## config.mk

```make
export PLATFORM = sky130hd
export DESIGN_NAME = mem_dump_unit_flat
export DESIGN_NICKNAME = d
export VERILOG_FILES = /design/src/rtl/mem_dump_unit_if.sv /design/src/rtl/mem_dump_unit.sv /design/src/flat_wrapper.sv
export SDC_FILE = /design/constraint.sdc
export NUM_CORES = 1
export LEC_CHECK = 0
export ABC_AREA = 1
export CAP_MARGIN = 20
export CORE_MARGIN = 2
export CORE_UTILIZATION = 52
export DETAILED_ROUTE_END_ITERATION = 6
export HOLD_SLACK_MARGIN = 0.15
export PLACE_DENSITY = 0.83
export SLEW_MARGIN = 20
export SYNTH_ARGS = -nofsm -noshare
export SYNTH_HDL_FRONTEND = slang
export SYNTH_SLANG_ARGS = --single-unit
```

## constraint.sdc

```tcl
create_clock -name clk -period 1.8 [get_ports clk]
set_input_delay 0.36 -clock clk [delete_from_list [all_inputs] [get_ports clk]]
set_output_delay 0.36 -clock clk [all_outputs]
set_load 0.02 [all_outputs]
```

## src/rtl/mem_dump_unit_if.sv

```systemverilog
// Bundles the debug byte-read port of the data RAM and the outgoing word stream
// of mem_dump_unit. The master modport is the dump engine side.
interface mem_dump_unit_if #(
   parameter int ADDR_W = 9
);
   logic              mem_en;
   logic [ADDR_W-1:0] mem_addr;
   logic [7:0]        mem_data;
   logic              dump_valid;
   logic              dump_ready;
   logic [31:0]       dump_word;
   logic [ADDR_W-1:0] dump_addr;

   modport master (
      output mem_en, mem_addr, dump_valid, dump_word, dump_addr,
      input  mem_data, dump_ready
   );

   modport slave (
      input  mem_en, mem_addr, dump_valid, dump_word, dump_addr,
      output mem_data, dump_ready
   );
endinterface

```

## src/rtl/mem_dump_unit.sv

```systemverilog
// Reads a word-aligned RAM range one byte per cycle and streams little-endian words.
// Optional running checksum of emitted words: define MEM_DUMP_CHECKSUM_EN.
module mem_dump_unit #(
   parameter int ADDR_W = 9,
   parameter int CNT_W  = 8
) (
   input  logic              clk,
   input  logic              reset,
   input  logic              start,
   input  logic [ADDR_W-1:0] base_addr,
   input  logic [CNT_W-1:0]  word_count,
   mem_dump_unit_if.master   bus,
   output logic              busy,
   output logic              done
`ifdef MEM_DUMP_CHECKSUM_EN
   ,
   output logic [31:0]       checksum
`endif
);

   typedef enum logic [1:0] {IDLE, READ, SEND, DONE} state_t;

   state_t            state;
   logic [1:0]        idx;
   logic [CNT_W-1:0]  remaining;
   logic [ADDR_W-1:0] cur_addr;
   logic [23:0]       word_buf;
   logic [ADDR_W-1:0] aligned_base;
   logic [ADDR_W-1:0] next_byte_addr;
   logic [ADDR_W-1:0] next_word_addr;

   // mem_addr is registered, so it is always loaded one cycle ahead of the byte it fetches
   assign aligned_base   = base_addr & ~ADDR_W'(3);
   assign next_byte_addr = cur_addr + ADDR_W'(idx) + ADDR_W'(1);
   assign next_word_addr = cur_addr + ADDR_W'(4);

   always_ff @(posedge clk) begin
      if (reset) begin
         state          <= IDLE;
         idx            <= '0;
         remaining      <= '0;
         cur_addr       <= '0;
         word_buf       <= '0;
         busy           <= 1'b0;
         done           <= 1'b0;
         bus.mem_en     <= 1'b0;
         bus.mem_addr   <= '0;
         bus.dump_valid <= 1'b0;
         bus.dump_word  <= '0;
         bus.dump_addr  <= '0;
`ifdef MEM_DUMP_CHECKSUM_EN
         checksum       <= '0;
`endif
      end else begin
         done <= 1'b0;
         case (state)
            IDLE: begin
               if (start) begin
                  busy      <= 1'b1;
                  cur_addr  <= aligned_base;
                  remaining <= word_count;
                  idx       <= '0;
`ifdef MEM_DUMP_CHECKSUM_EN
                  checksum  <= '0;
`endif
                  if (word_count != '0) begin
                     state        <= READ;
                     bus.mem_en   <= 1'b1;
                     bus.mem_addr <= aligned_base;
                  end else begin
                     state <= DONE;
                     done  <= 1'b1;
                  end
               end
            end
            READ: begin
               // The top byte bypasses word_buf so dump_word updates in one step
               if (idx == 2'd3) begin
                  idx            <= '0;
                  bus.dump_word  <= {bus.mem_data, word_buf};
                  bus.dump_addr  <= cur_addr;
                  bus.dump_valid <= 1'b1;
                  bus.mem_en     <= 1'b0;
                  bus.mem_addr   <= '0;
                  state          <= SEND;
               end else begin
                  case (idx)
                     2'd0:    word_buf[7:0]   <= bus.mem_data;
                     2'd1:    word_buf[15:8]  <= bus.mem_data;
                     default: word_buf[23:16] <= bus.mem_data;
                  endcase
                  idx          <= idx + 2'd1;
                  bus.mem_addr <= next_byte_addr;
               end
            end
            SEND: begin
               if (bus.dump_ready) begin
                  bus.dump_valid <= 1'b0;
                  remaining      <= remaining - CNT_W'(1);
                  cur_addr       <= next_word_addr;
`ifdef MEM_DUMP_CHECKSUM_EN
                  checksum       <= checksum + bus.dump_word;
`endif
                  if (remaining == CNT_W'(1)) begin
                     state <= DONE;
                     done  <= 1'b1;
                  end else begin
                     state        <= READ;
                     bus.mem_en   <= 1'b1;
                     bus.mem_addr <= next_word_addr;
                  end
               end
            end
            DONE: begin
               state <= IDLE;
               busy  <= 1'b0;
            end
            default: state <= IDLE;
         endcase
      end
   end

endmodule

```

## src/flat_wrapper.sv

```systemverilog
// flat-port wrapper written by rule: the top's interface ports become plain ports
module mem_dump_unit_flat 
#(
   parameter int ADDR_W = 9,
   parameter int CNT_W  = 8
)
  (clk, reset, start, base_addr, word_count, busy, done, bus_mem_en, bus_mem_addr, bus_dump_valid, bus_dump_word, bus_dump_addr, bus_mem_data, bus_dump_ready);
  mem_dump_unit_if #(.ADDR_W(ADDR_W)) bus_i ();
  input  logic clk;
  input  logic reset;
  input  logic start;
  input  logic [ADDR_W-1:0] base_addr;
  input  logic [CNT_W-1:0] word_count;
  output logic busy;
  output logic done;
  output wire logic [$bits(bus_i.mem_en)-1:0] bus_mem_en;
  output wire logic [$bits(bus_i.mem_addr)-1:0] bus_mem_addr;
  output wire logic [$bits(bus_i.dump_valid)-1:0] bus_dump_valid;
  output wire logic [$bits(bus_i.dump_word)-1:0] bus_dump_word;
  output wire logic [$bits(bus_i.dump_addr)-1:0] bus_dump_addr;
  input wire logic [$bits(bus_i.mem_data)-1:0] bus_mem_data;
  input wire logic [$bits(bus_i.dump_ready)-1:0] bus_dump_ready;
  assign bus_mem_en = bus_i.mem_en;
  assign bus_mem_addr = bus_i.mem_addr;
  assign bus_dump_valid = bus_i.dump_valid;
  assign bus_dump_word = bus_i.dump_word;
  assign bus_dump_addr = bus_i.dump_addr;
  assign bus_i.mem_data = bus_mem_data;
  assign bus_i.dump_ready = bus_dump_ready;
  mem_dump_unit #(.ADDR_W(ADDR_W), .CNT_W(CNT_W)) u_core (.clk(clk), .reset(reset), .start(start), .base_addr(base_addr), .word_count(word_count), .bus(bus_i), .busy(busy), .done(done));
endmodule
```

==> results of run 1 <==
state kept, by name (all words and copies together), names as in the netlist:
| signal | flops |
|---|---|
| u_core.word_buf | 24 |
| u_core.bus.dump_word | 32 |
| u_core.state | 2 |
| u_core.bus.dump_addr | 7 |
| u_core.bus.mem_addr | 9 |
| u_core.bus.mem_en | 1 |
| u_core.bus.dump_valid | 1 |
| u_core.remaining | 8 |
| u_core.busy | 1 |
| u_core.done | 1 |
| u_core.cur_addr | 7 |
| u_core.idx | 2 |
cell type report:
type                       count  area [um^2]
inverter                      42          160
timing repair buffer          98          993
multi-input combinational    417         2040
tap                          105          131
sequential                    95         1900
clock buffer                   9          124
fill                         728         2640
clock inverter                 6         93.8
through the flow:
| stage | hold slack (ns) | instance area (um^2) | TNS (ns) | cells | worst slack [ns] |
|---|---|---|---|---|---|
| after floorplan | 0.430 | 4270 | 0 | 588 | 0.260 |
| after global placement | 0.444 | 5230 | 0 | 757 | 0.00878 |
| after detailed placement | 0.451 | 5230 | -0.0514 | 757 | -0.0159 |
| after CTS | 0.466 | 5440 | 0 | 772 | 0.0231 |
| after global routing | 0.493 | 5450 | -0.00455 | 772 | -0.00455 |
| final | 0.468 | 5450 | 0 | 772 | 0.0891 |
path summary, 6_finish.rpt:
check / endpoint / slack [ns] / cells after the start
max: bus_mem_addr[0] / 0.09 / 1
min reg2reg: u_core.word_buf[6] / 0.47 / 2
max reg2reg: u_core.cur_addr[3] / 0.12 / 9
min: u_core.word_buf[6] / 0.47 / 2
power by group:
part           switching (W)  internal (W)
Sequential          0.000293       0.00243
Clock               0.000769      0.000785
Combinational        0.00188       0.00131
layer usage:
layer,track usage,wire length [um]
met2,0.420,5340
met5,0,0
met4,0.0918,163
met1,0.297,4440
met3,0.0487,674
cell families after synthesis:
logic type                 count (synthesis)  share of synthesized area
and+or+nand+nor                          258                      0.262
AOI/OAI and AO/OA                        144                      0.176
DFF                                       95                      0.445
buffers and inverters                     76                     0.0782
adders and majority gates                 12                     0.0352
xor gates and xnor gates                   1                    0.00205
other                                      1                   0.000878
synthesized netlist by cell type, drive strengths merged (3+ instances only):
library cell  count  area [um^2]
nor2            114          460
a211oi            4         30.0
buf              18          114
nand2            84          340
nand3b            3         22.5
dfxtp            95         1900
nor3              5         25.0
a31oi             4         25.0
ha               12          150
a21oi            56          288
clkbuf           16         60.1
nand3            48          245
inv              42          160
o21ai            76          380
worst reg2reg max path, delay by kind of cell, from the launching register on:
family	cells	cell delay, ns
adders and majority gates	1	0.25
buffers and inverters	4	0.47
and+or+nand+nor	2	0.27
AOI/OAI and AO/OA	2	0.24
DFF	1	0.36
cell usage in the layout (no fill, tap or decap), types with 2 or more instances in the layout:
cell type / Yosys / final
nor2_2: 4 / 4
a21oi_2: 2 / 2
conb_1: 1 / 2
ha_2: 0 / 2
o21bai_1: 2 / 2
or2_2: 2 / 2
nor3_1: 5 / 5
inv_2: 3 / 3
o21a_1: 2 / 2
nand2_1: 78 / 78
nand3b_1: 3 / 3
nand2_2: 4 / 4
bufinv_16: 0 / 2
buf_12: 0 / 5
buf_4: 5 / 15
nand2_4: 2 / 2
nand3_1: 47 / 47
inv_1: 38 / 38
a31oi_1: 4 / 4
clkdlybuf4s50_1: 0 / 78
dfxtp_1: 95 / 94
o21ai_1: 5 / 5
o21ai_0: 71 / 71
a211oi_1: 4 / 4
clkinv_4: 0 / 2
nor2_4: 3 / 3
nor2_1: 107 / 107
clkbuf_8: 0 / 9
a21oi_1: 54 / 54
ha_1: 12 / 10
repair_timing:
| item | in CTS | in global routing |
|---|---|---|
| endpoints found under the setup margin | 0 | 18 |
| hold buffers | 0 | 0 |
| gates resized for setup | 0 | 3 |
| endpoints found under the hold margin | 0 | 0 |
==> run metrics, run 1 <==
initial antenna violation count=0; R2R Path Start=u_core.state[1]; Mean Syn Cell Area=7.27 um^2; GRT Overall Usage=0.243; CP Launch Point=u_core.bus.mem_addr[0]; Leak Pwr=2.14 nW; #FFs+latches synth=95; Final #Nets=704; Primary FF master, synth=dfxtp_1; post-layout min period=1.71 ns; CP cell instances=clkdlybuf4s50_1; first drt pass iteration count=4; Vias=4130; crit end category=primary output; TritonCTS clock tree=done; CP max FO=2; data required time at the worst endpoint=1.44 ns; Async SR Flop Fraction=0; port bufs=78; total gr overflow=0; die outline width=94.6 um; max cap viols=0; CTS Sinks=95; fin crit share=0.950; final setup fails=0; Ys Warns=0; power density cells=1370 nW/um^2; register area share after synthesis=0.445; crit start category=flip-flop; cell row count=33; # diodes=0; Max Freq=584 MHz; Clock Pin Slew Worst Setup and Hold Paths=0.09 ns; Core Box Area=8090 um^2; initial core utilization=0.528; Die ar.=8950 um^2; Overall Power=0.00747 W; via/cell ratio=5.35; routability cong.=0.892; number of distinct library cells after synthesis=33; WL final=10.6 mm; DRC errors left=0; Final HPWL DP=7.35 mm; first-pass GRT wire length=17.2 mm; routed len/inst=13.8 um; Clock Skew=0.0109 ns; slowest cell on the critical path=clkdlybuf4s50_1; maximum vdd ir drop=1010 uV; die span in y=94.6 um; number of flops mapped to enable cells by yosys=0; Hold Crit Class=reg -> reg; Critical path buffers and inverters=1; Iter 0 DRT Violations=229; Clock Latency Late Sink=0.36 ns; I/O Pins=83; synthesized area=4270 um^2; Crit path largest cell delay=0.62 ns; Hold Startpoint=u_core.word_buf[6]; largest net degree at the start of global routing=49; H-tree depth=3; Final Hold Violating Endpoints=0; Slew Viols, Final=0; delay-heaviest family, CP=buffers and inverters; clk root buf=clkbuf_8; Setup CP Type=reg -> out; area growth from synthesis to layout=27.6%; antenna-violating nets left=0; total CTS buffers=9; ratio of cells with drive above 1 in the final layout=0.0900; arrival time worst endpoint=1.35 ns; clock tree buffer depth=2; postcts setup bufs=0; vias in the first global route=3784; fin util=0.673; outcome=finished clean; Post-Synthesis Cells=587
(Power assumes the default switching activity.)
==> inputs of run 2 (changes only) <==
--- a/config.mk
+++ b/config.mk
@@ -6,9 +6,11 @@
 export NUM_CORES = 1
 export LEC_CHECK = 0
 export ABC_AREA = 1
+export ABC_CLOCK_PERIOD_IN_PS = 1800
 export CAP_MARGIN = 20
 export CORE_MARGIN = 2
 export CORE_UTILIZATION = 52
+export CTS_CLUSTER_DIAMETER = 100
 export DETAILED_ROUTE_END_ITERATION = 6
 export HOLD_SLACK_MARGIN = 0.15
 export PLACE_DENSITY = 0.83
==> results of run 2 <==
No change in the layout: final DEF, timing and power equal those of run 1.
==> inputs of run 3 (changes only) <==
--- a/config.mk
+++ b/config.mk
@@ -9,11 +9,12 @@
 export ABC_CLOCK_PERIOD_IN_PS = 1800
 export CAP_MARGIN = 20
 export CORE_MARGIN = 2
-export CORE_UTILIZATION = 52
+export CORE_UTILIZATION = 54
+export CTS_BUF_LIST = sky130_fd_sc_hd__clkbuf_4 sky130_fd_sc_hd__clkbuf_8
 export CTS_CLUSTER_DIAMETER = 100
 export DETAILED_ROUTE_END_ITERATION = 6
 export HOLD_SLACK_MARGIN = 0.15
-export PLACE_DENSITY = 0.83
+export PLACE_DENSITY = 0.86
 export SLEW_MARGIN = 20
 export SYNTH_ARGS = -nofsm -noshare
 export SYNTH_HDL_FRONTEND = slang
==> run 3 against run 2 <==
Effect of this change:
- flip-flop and latch count did not move
- wire length fell by 3.4%
- clock-buffer cell count rose by 1
- highest routed layer unchanged
==> run metrics, run 3 (synthesis results as in run 1) <==
Final HPWL DP=7.00 mm (-4.7%); TritonCTS clock tree=done; Hold Startpoint=u_core.word_buf[15]; total CTS buffers=9 (unchanged); WHS=0.460 ns (-0.00814 ns); slowest cell on the critical path=clkdlybuf4s50_1; # diodes=0 (unchanged); cells on worst reg2reg path=12 (+3); fin crit share=0.959 (+0.00811); Setup CP Type=reg -> out; Top reg by flops=u_core.bus.dump_word; R2R Path Start=u_core.state[0]; power density cells=1380 nW/um^2 (+0.68%); clk root buf=clkbuf_8; GRT Overall Usage=0.240 (-0.00263); fill count=624 (-14%); FF+latch area=1900 um^2 (about the same); CP max FO=2 (unchanged); Core Box Area=7690 um^2 (-5.0%); Area after DPL=5210 um^2 (-0.26%); total gr overflow=0 (unchanged); Clock Pin Slew Worst Setup and Hold Paths=0.09 ns (about the same); crit start category=flip-flop; max cap viols=0 (unchanged); routed len/inst=13.2 um (-3.8%); most frequent cells in the layout=nor2_1 (107), dfxtp_1 (93), nand2_1 (78), clkdlybuf4s50_1 (78), o21ai_0 (71); I/O Pins=83 (unchanged); largest net degree at the start of global routing=64 (+31%); fin util=0.715 (+0.0412); arrival time worst endpoint=1.37 ns (+0.02 ns); DRC errors left=0 (unchanged); first-pass GRT wire length=16.8 mm (-2.5%); WL final=10.3 mm (-3.4%); Die ar.=8640 um^2 (-3.6%); initial antenna violation count=0 (unchanged); Max Freq=580 MHz (-0.85%); H-tree depth=3 (unchanged); via/cell ratio=5.38 (+0.53%); first drt pass iteration count=5 (+1); Reg-to-Reg End=u_core.bus.mem_addr[8]; reg-to-reg slack, setup=0.19 ns (+0.07 ns); post-layout min period=1.73 ns (+0.0146 ns); CP cell instances=clkdlybuf4s50_1; Leak Pwr=2.17 nW (+1.5%); Slew Viols, Final=0 (unchanged); maximum vdd ir drop=975 uV (-3.9%); routability cong.=0.935 (+4.9%); CTS Sinks=95 (unchanged); die outline width=92.9 um (-1.8%); CTS Hold Bufs=0 (unchanged); outcome=finished clean; Largest register FFs=32 (unchanged); antenna-violating nets left=0 (unchanged); delay-heaviest family, CP=buffers and inverters; Clock Latency Late Sink=0.37 ns (about the same); crit end category=primary output; hold path cells=2 (unchanged); biggest registers after layout=u_core.bus.dump_word (32), u_core.word_buf (24), u_core.bus.mem_addr (9); Iter 0 DRT Violations=187 (-18%); Vias=4168 (+0.92%); Critical path buffers and inverters=1 (unchanged); data required time at the worst endpoint=1.44 ns (about the same); area growth from synthesis to layout=28.6%; Hold Crit Class=reg -> reg; ratio of cells with drive above 1 in the final layout=0.0996 (+0.00960); final setup fails=0 (unchanged); vias in the first global route=3742 (-1.1%); Crit path largest cell delay=0.62 ns (about the same); Final #Nets=709 (+0.71%); Multi-input gate area=2040 um^2 (unchanged); final instance area=5490 um^2 (+0.80%); Final Hold Violating Endpoints=0 (unchanged); Clock Skew=0.0108 ns (-0.000128 ns); die span in y=92.9 um (-1.8%); initial core utilization=0.556 (+0.0278); Min-Delay Endpoint=u_core.bus.dump_word[15]; cell row count=32 (-3.0%); port bufs=78 (unchanged); clock tree buffer depth=2 (unchanged); RSZ-0062 raised after global routing=no; commonest non-fill, non-tap cell in the layout=nor2_1
## run 3: per-stage QoR
step                      total power [W]  worst slack [ns]  instances  setup TNS [ns]
final                             0.00758            0.0745        775               0
after global routing              0.00810            0.0358        775               0
after CTS                         0.00742            0.0461        772               0
after detailed placement          0.00585           -0.0245        756          -0.125
after global placement            0.00578           -0.0224        756         -0.0893
after floorplan                   0.00483             0.260        588               0
## run 3: how the worst max path moves through the flow
| stage | slack [ns] | start | cells after the start | to |
|---|---|---|---|---|
| after global placement | -0.02 | word_count[7] | 10 | u_core.bus.mem_addr[4] |
| after floorplan | 0.26 | u_core.state[0] | 13 | u_core.bus.mem_addr[7] |
| after detailed placement | -0.02 | word_count[7] | 10 | u_core.bus.mem_addr[6] |
| final | 0.07 | u_core.bus.mem_addr[1] | 1 | bus_mem_addr[1] |
| after global routing | 0.04 | u_core.state[0] | 12 | u_core.bus.mem_addr[5] |
| after CTS | 0.05 | u_core.state[0] | 12 | u_core.bus.mem_addr[8] |
## run 3: cell type report
type / instances / share of cell area
Timing Repair Buffer: 103 / 0.188
Clock buffer: 10 / 0.0239
Tap cell: 102 / 0.0232
Sequential cell: 95 / 0.347
Multi-Input combinational cell: 417 / 0.372
Clock inverter: 6 / 0.0166
Inverter: 42 / 0.0292
## run 3: metal layers
metal  GRT usage  vias to the layer above  wire length (um)
met1       0.306                     1906              4480
li1            -                     2081                 -
met5           0                        -                 0
met2       0.402                      154              4910
met4      0.0821                        0               207
met3      0.0529                       27               657
## run 3: repair_timing
action / 4_1_cts / 5_1_grt
setup buffers: 0 / 3
gates resized for setup: 0 / 5
setup endpoints to repair: 0 / 66
## run 3: where the power goes
group          internal, W  switching [W]  leakage [nW]  total (W)
Clock             0.000808       0.000759         0.115    0.00157
Sequential         0.00244       0.000280         0.773    0.00272
Combinational      0.00141        0.00188          1.28    0.00330
Total              0.00466        0.00292          2.17    0.00758
